**config.mk**
```make
export PLATFORM = sky130hd
export DESIGN_NAME = mem_port_arbiter
export DESIGN_NICKNAME = d
export VERILOG_FILES = /design/src/rtl/mem_port_arbiter.sv
export SDC_FILE = /design/constraint.sdc
export NUM_CORES = 1
export LEC_CHECK = 0
export ABC_AREA = 1
export CAP_MARGIN = 40
export CORE_MARGIN = 8
export CORE_UTILIZATION = 39
export DETAILED_ROUTE_END_ITERATION = 16
export PLACE_DENSITY = 0.79
export SLEW_MARGIN = 15
export SYNTH_ARGS = -nofsm -noshare
export SYNTH_HDL_FRONTEND = slang
export SYNTH_SLANG_ARGS = --single-unit
```
**constraint.sdc**
```tcl
create_clock -name clk -period 1.4 [get_ports clk]
set_clock_uncertainty 0.05 [all_clocks]
set_input_delay 0.28 -clock clk [delete_from_list [all_inputs] [get_ports clk]]
set_output_delay 0.28 -clock clk [all_outputs]
set_load 0.01 [all_outputs]
```
**src/rtl/mem_port_arbiter.sv**
```systemverilog
// Arbiter sharing one single-ported memory between fetch and data stages.
// Optional fetch starvation guard enabled by defining MEMARB_STARVE_GUARD_EN.
module mem_port_arbiter #(
    parameter int AW           = 32,
    parameter int DW           = 32,
    parameter int TIMEOUT      = 255,
    parameter int STARVE_LIMIT = 4
) (
    input  logic          clk,
    input  logic          reset,
    input  logic          if_req,
    input  logic [AW-1:0] if_addr,
    output logic [DW-1:0] if_rdata,
    output logic          if_valid,
    output logic          stall_f,
    input  logic          dm_req,
    input  logic          dm_we,
    input  logic [AW-1:0] dm_addr,
    input  logic [DW-1:0] dm_wdata,
    input  logic [2:0]    dm_funct3,
    output logic [DW-1:0] dm_rdata,
    output logic          dm_valid,
    output logic          stall_m,
    output logic          mem_req,
    output logic          mem_we,
    output logic [AW-1:0] mem_addr,
    output logic [DW-1:0] mem_wdata,
    output logic [2:0]    mem_funct3,
    input  logic [DW-1:0] mem_rdata,
    input  logic          mem_ack,
    output logic          bus_err,
    output logic [1:0]    fsm_state
);

    localparam logic [1:0] IDLE    = 2'd0;
    localparam logic [1:0] BUSY_IF = 2'd1;
    localparam logic [1:0] BUSY_DM = 2'd2;
    localparam logic [1:0] RESP    = 2'd3;

    if ((TIMEOUT < 1) || (TIMEOUT > 65535) || (STARVE_LIMIT < 1)) begin : g_bad_param
        $error("mem_port_arbiter: TIMEOUT must be 1..65535 and STARVE_LIMIT >= 1");
    end

    logic [1:0]  state;
    logic [15:0] tmo_cnt;
    logic        tmo_hit;
    logic        pick_dm;

    assign tmo_hit   = (tmo_cnt == 16'(TIMEOUT - 1));
    assign fsm_state = state;

    // Handshake: a requester holds req (and its fields) until its one-cycle
    // valid pulse; mem_req stays high with mem_* stable until mem_ack or timeout.
    assign stall_f = if_req & ~if_valid;
    assign stall_m = dm_req & ~dm_valid;

`ifdef MEMARB_STARVE_GUARD_EN
    logic [15:0] starve_cnt;

    // Fetch overtakes data once it has waited through STARVE_LIMIT data grants.
    always_comb begin
        pick_dm = dm_req && !(if_req && (starve_cnt == 16'(STARVE_LIMIT)));
    end

    always_ff @(posedge clk or negedge reset) begin
        if (!reset) begin
            starve_cnt <= 16'd0;
        end else if ((state == IDLE) && (dm_req || if_req)) begin
            if (!pick_dm) begin
                starve_cnt <= 16'd0;
            end else if (if_req) begin
                starve_cnt <= starve_cnt + 16'd1;
            end
        end
    end
`else
    always_comb begin
        pick_dm = dm_req;
    end
`endif

    always_ff @(posedge clk or negedge reset) begin
        if (!reset) begin
            state      <= IDLE;
            tmo_cnt    <= 16'd0;
            mem_req    <= 1'b0;
            mem_we     <= 1'b0;
            mem_addr   <= '0;
            mem_wdata  <= '0;
            mem_funct3 <= 3'b000;
            if_rdata   <= '0;
            dm_rdata   <= '0;
            if_valid   <= 1'b0;
            dm_valid   <= 1'b0;
            bus_err    <= 1'b0;
        end else begin
            if_valid <= 1'b0;
            dm_valid <= 1'b0;
            bus_err  <= 1'b0;
            case (state)
                IDLE: begin
                    if (dm_req || if_req) begin
                        mem_req <= 1'b1;
                        tmo_cnt <= 16'd0;
                        if (pick_dm) begin
                            state      <= BUSY_DM;
                            mem_we     <= dm_we;
                            mem_addr   <= dm_addr;
                            mem_wdata  <= dm_wdata;
                            mem_funct3 <= dm_funct3;
                        end else begin
                            // Instruction fetch is always a full-word read.
                            state      <= BUSY_IF;
                            mem_we     <= 1'b0;
                            mem_addr   <= if_addr;
                            mem_wdata  <= '0;
                            mem_funct3 <= 3'b010;
                        end
                    end
                end
                BUSY_IF, BUSY_DM: begin
                    tmo_cnt <= tmo_cnt + 16'd1;
                    if (mem_ack || tmo_hit) begin
                        state   <= RESP;
                        mem_req <= 1'b0;
                        bus_err <= !mem_ack;
                        if (state == BUSY_DM) begin
                            dm_valid <= 1'b1;
                            dm_rdata <= (mem_ack && !mem_we) ? mem_rdata : '0;
                        end else begin
                            if_valid <= 1'b1;
                            if_rdata <= mem_ack ? mem_rdata : '0;
                        end
                    end
                end
                RESP: begin
                    state   <= IDLE;
                    tmo_cnt <= 16'd0;
                end
                default: begin
                    state   <= IDLE;
                    mem_req <= 1'b0;
                end
            endcase
        end
    end

endmodule
```
==> results.toml <==
[outcome]
status = "finished, violations left"
violations = "setup timing"

[placed_design]
gp_congestion = 0.880
io_buffers = 276
pre_cts_slack_ns = -0.512
dp_hpwl_um = 16800
placed_cell_area_um2 = 10300
placedCellCount = 1240

[global_route]
grt_pass1_wl_um = 35600
grt_pass1_vias = 6384
overflow = 0
track_usage_pct = 20.9
antenna_found_initial = 2
grt_max_degree = 51

[cts]
clockBufferDepth = 2
clock-sinks = 154
insertion_delay_ns = 0.43
cts-root-buf = "clkbuf_16"
cts_tree = "built"
cts-htree-levels = 4
clk_pin_slew_ns = 0.06
cts_buffers = 17

[yosys]
ys_ff_latch = 154
synth.area.top_cells = "dfrtp_1 57%, nand2_1 13%, o21ai_2 6.0%, a22o_1 4.5%, nor2_1 3.4%"
ys_top_cells_by_count = "232 x nand2_1, 154 x dfrtp_1, 61 x nor2_1, 46 x o21ai_2, 35 x a22o_1"
ys_types = 31
synth-xor-area-share_pct = 0.130
ys.flop_type = "dfrtp_1"
synth_mux_area_share_pct = 0
synth_top_family_by_area = "simple AND/OR/NAND/NOR gates"
synth_most_common_cell = "nand2_1"
async_flop_share_pct = 100
synth_fa_ha_area_share_pct = 0.927
syn_avg_cell_area_um2 = 9.42
synth_edf_count = 0
synthCells = 716
syn_nets = 858
synth_seq_area_share_pct = 57.1
synth.top_cell.area_share_pct = 57.1
synth_compound_area_share_pct = 16.6
synth_area_um2 = 6750
synth_warnings = 0
yosys.area_share.simple_pct = 19.4
synth_area_leader_cell = "dfrtp_1"

[die]
dieArea_um2 = 21800
die_h_um = 148
initial_core_util_pct = 39.4
core_um2 = 17100
die_x_um = 148
rows = 48
ios = 277

[final_layout]
area_growth_pct = 69.1
nNetsFinal = 1223
stdcell_area_um2 = 11400
register_area_um2 = 3850
multi_input_area_um2 = 3080
fin_cells = 1321
drive_gt1_share_pct = 40.2
fillers = 1316
fin_util_pct = 66.7

[detailed_routing]
post_drt_wl_per_cell_um = 20.4
routed_wl_um = 27000
route.detailed.drc = 0
postRouteAntennaNets = 0
viasPerCell = 5.25
drt-initial-drc-count = 553
dr.pass1.iters = 5
vias = 6935

[timing]
slew-limit-headroom_pct = 73.0
finalSetupViolCount = 157
rsz0062_at_grt = "yes"
drv_slew = 0
finalHoldViolations = 0
timing.fmax_ghz = 0.598
fin_crit_sh_pct = 120
finalCriticalPeriod_ns = 1.67
setup_ws_ns = -0.273
fin_tns_setup_ns = -33.52
max_slew.worst_pin.slew_ns = 0.406

[worst_setup_path]
worstPathArrival_ns = 1.93
cp-start-kind = "register"
path_common_cell = "inv_4"
cp_cell_sequence = "buf_6 > inv_4 > ha_4 > inv_2 > nor2_4 > inv_4 > buf_12 > a22o_1"
max_stage_delay_ns = 0.40
required_ns = 1.66
cp_slowest_cell = "dfrtp_1"
endpoint_kind = "register"
cp_max_fo = 18
path_class = "register to register"

[flow_run]
maxCapViolations = 0

[power_and_ir_drop]
p_leak_nw = 5.45
p_per_area_nw_per_um2 = 2100
ir_worst_vdd_mv = 1.92

[min_path]
hp-class = "input pin to async pin"
-- cell usage in the layout, fill, tap and decap left out, types with 4 or more instances in the layout --
cell type	netlist	routed
nor2_1	61	49
nand4_1	7	7
inv_1	28	19
buf_6	12	20
nand2_4	1	32
nor2_2	2	9
a31oi_1	32	32
clkbuf_16	0	28
nor2_4	0	5
clkinvlp_4	0	4
a22o_1	35	35
buf_12	0	16
nand3_4	0	5
a21oi_1	8	7
buf_2	10	45
o21ai_2	46	59
nand3_1	14	10
dfrtp_1	154	154
clkdlybuf4s50_1	0	133
nand2_2	3	28
inv_6	0	5
clkdlybuf4s15_1	0	5
o21ai_1	18	15
clkbuf_2	0	85
inv_2	2	7
buf_4	2	63
nand2_1	232	174
-- logic make-up (layout without fill, tap and decap cells) --
family                     after synthesis  after routing
adders and majority gates                5              5
and+or+nand+nor                        328            329
xor gates and xnor gates                 1              1
other                                    0              2
buffers and inverters                   75            452
DFF                                    154            154
AOI/OAI and AO/OA                      153            153
-- repair_timing --
item,4_1_cts,5_1_grt
cloned,1,20
buffers inserted,12,18
resized for setup,386,241
hold endpoints to repair,28,0
setup endpoints to repair,292,279
pin swaps,16,12
hold buffers,1,0
-- worst paths after layout --
path                              start  slack (ns)  cells after the start            to
max in group asynchronous         reset        0.48                      3  if_rdata[14]
setup / recovery           fsm_state[1]       -0.27                      8  mem_wdata[8]
setup reg to reg           fsm_state[1]       -0.27                      8  mem_wdata[8]
min in group clk             if_addr[3]        0.36                      3   mem_addr[3]
hold reg to reg            dm_rdata[18]        0.44                      2  dm_rdata[18]
hold / removal                    reset        0.27                      2  mem_addr[17]
-- through the flow --
step | hold slack [ns] | power (mW)
final | 0.269 | 24.0
after detailed placement | 0.165 | 17.2
after floorplan | -0.0656 | 11.9
after CTS | 0.288 | 22.0
after global routing | 0.292 | 25.1
after global placement | 0.167 | 17.0
-- per-layer routing --
metal,GRT usage [%],wire length [µm],vias up
met5,0,0,-
met4,10.7,1070,0
met3,4.86,1710,72
met2,35.0,13800,343
met1,24.8,10500,3402
li1,-,-,3118
-- layout make-up --
| cell class | instances | area share [%] |
|---|---|---|
| Timing Repair Buffer | 388 | 30.4 |
| Tap cell | 225 | 2.47 |
| Clock buffer | 21 | 4.04 |
| Multi-Input combinational cell | 488 | 27.0 |
| Inverter | 32 | 1.17 |
| Sequential cell | 154 | 33.8 |
| Clock inverter | 11 | 1.17 |
| Antenna cell | 2 | 0.0439 |
-- power by group --
group          internal (mW)  leakage, nW  total [mW]  switching, mW
clock network           2.75        0.277        4.67           1.93
logic                   5.87         3.21        12.1           6.26
registers               6.10         1.96        7.15           1.05
total                   14.7         5.45        24.0           9.24
-- worst max-delay path, delay by kind of cell, from the launching register on --
kind | cells | cell delay, ns
buffers and inverters | 5 | 0.52
AND/OR/NAND/NOR | 1 | 0.20
flip-flops | 1 | 0.40
adder cells (fa/ha/maj) | 1 | 0.17
AO/OA/AOI/OAI | 1 | 0.20
-- sequential cells by signal, indices dropped and copies added (netlist names) --
signal	flops
dm_rdata	32
if_rdata	32
mem_addr	32
mem_wdata	32
tmo_cnt	16
mem_funct3	3
fsm_state	2
bus_err	1
dm_valid	1
if_valid	1
mem_req	1
mem_we	1
(Power assumes the default switching activity.)
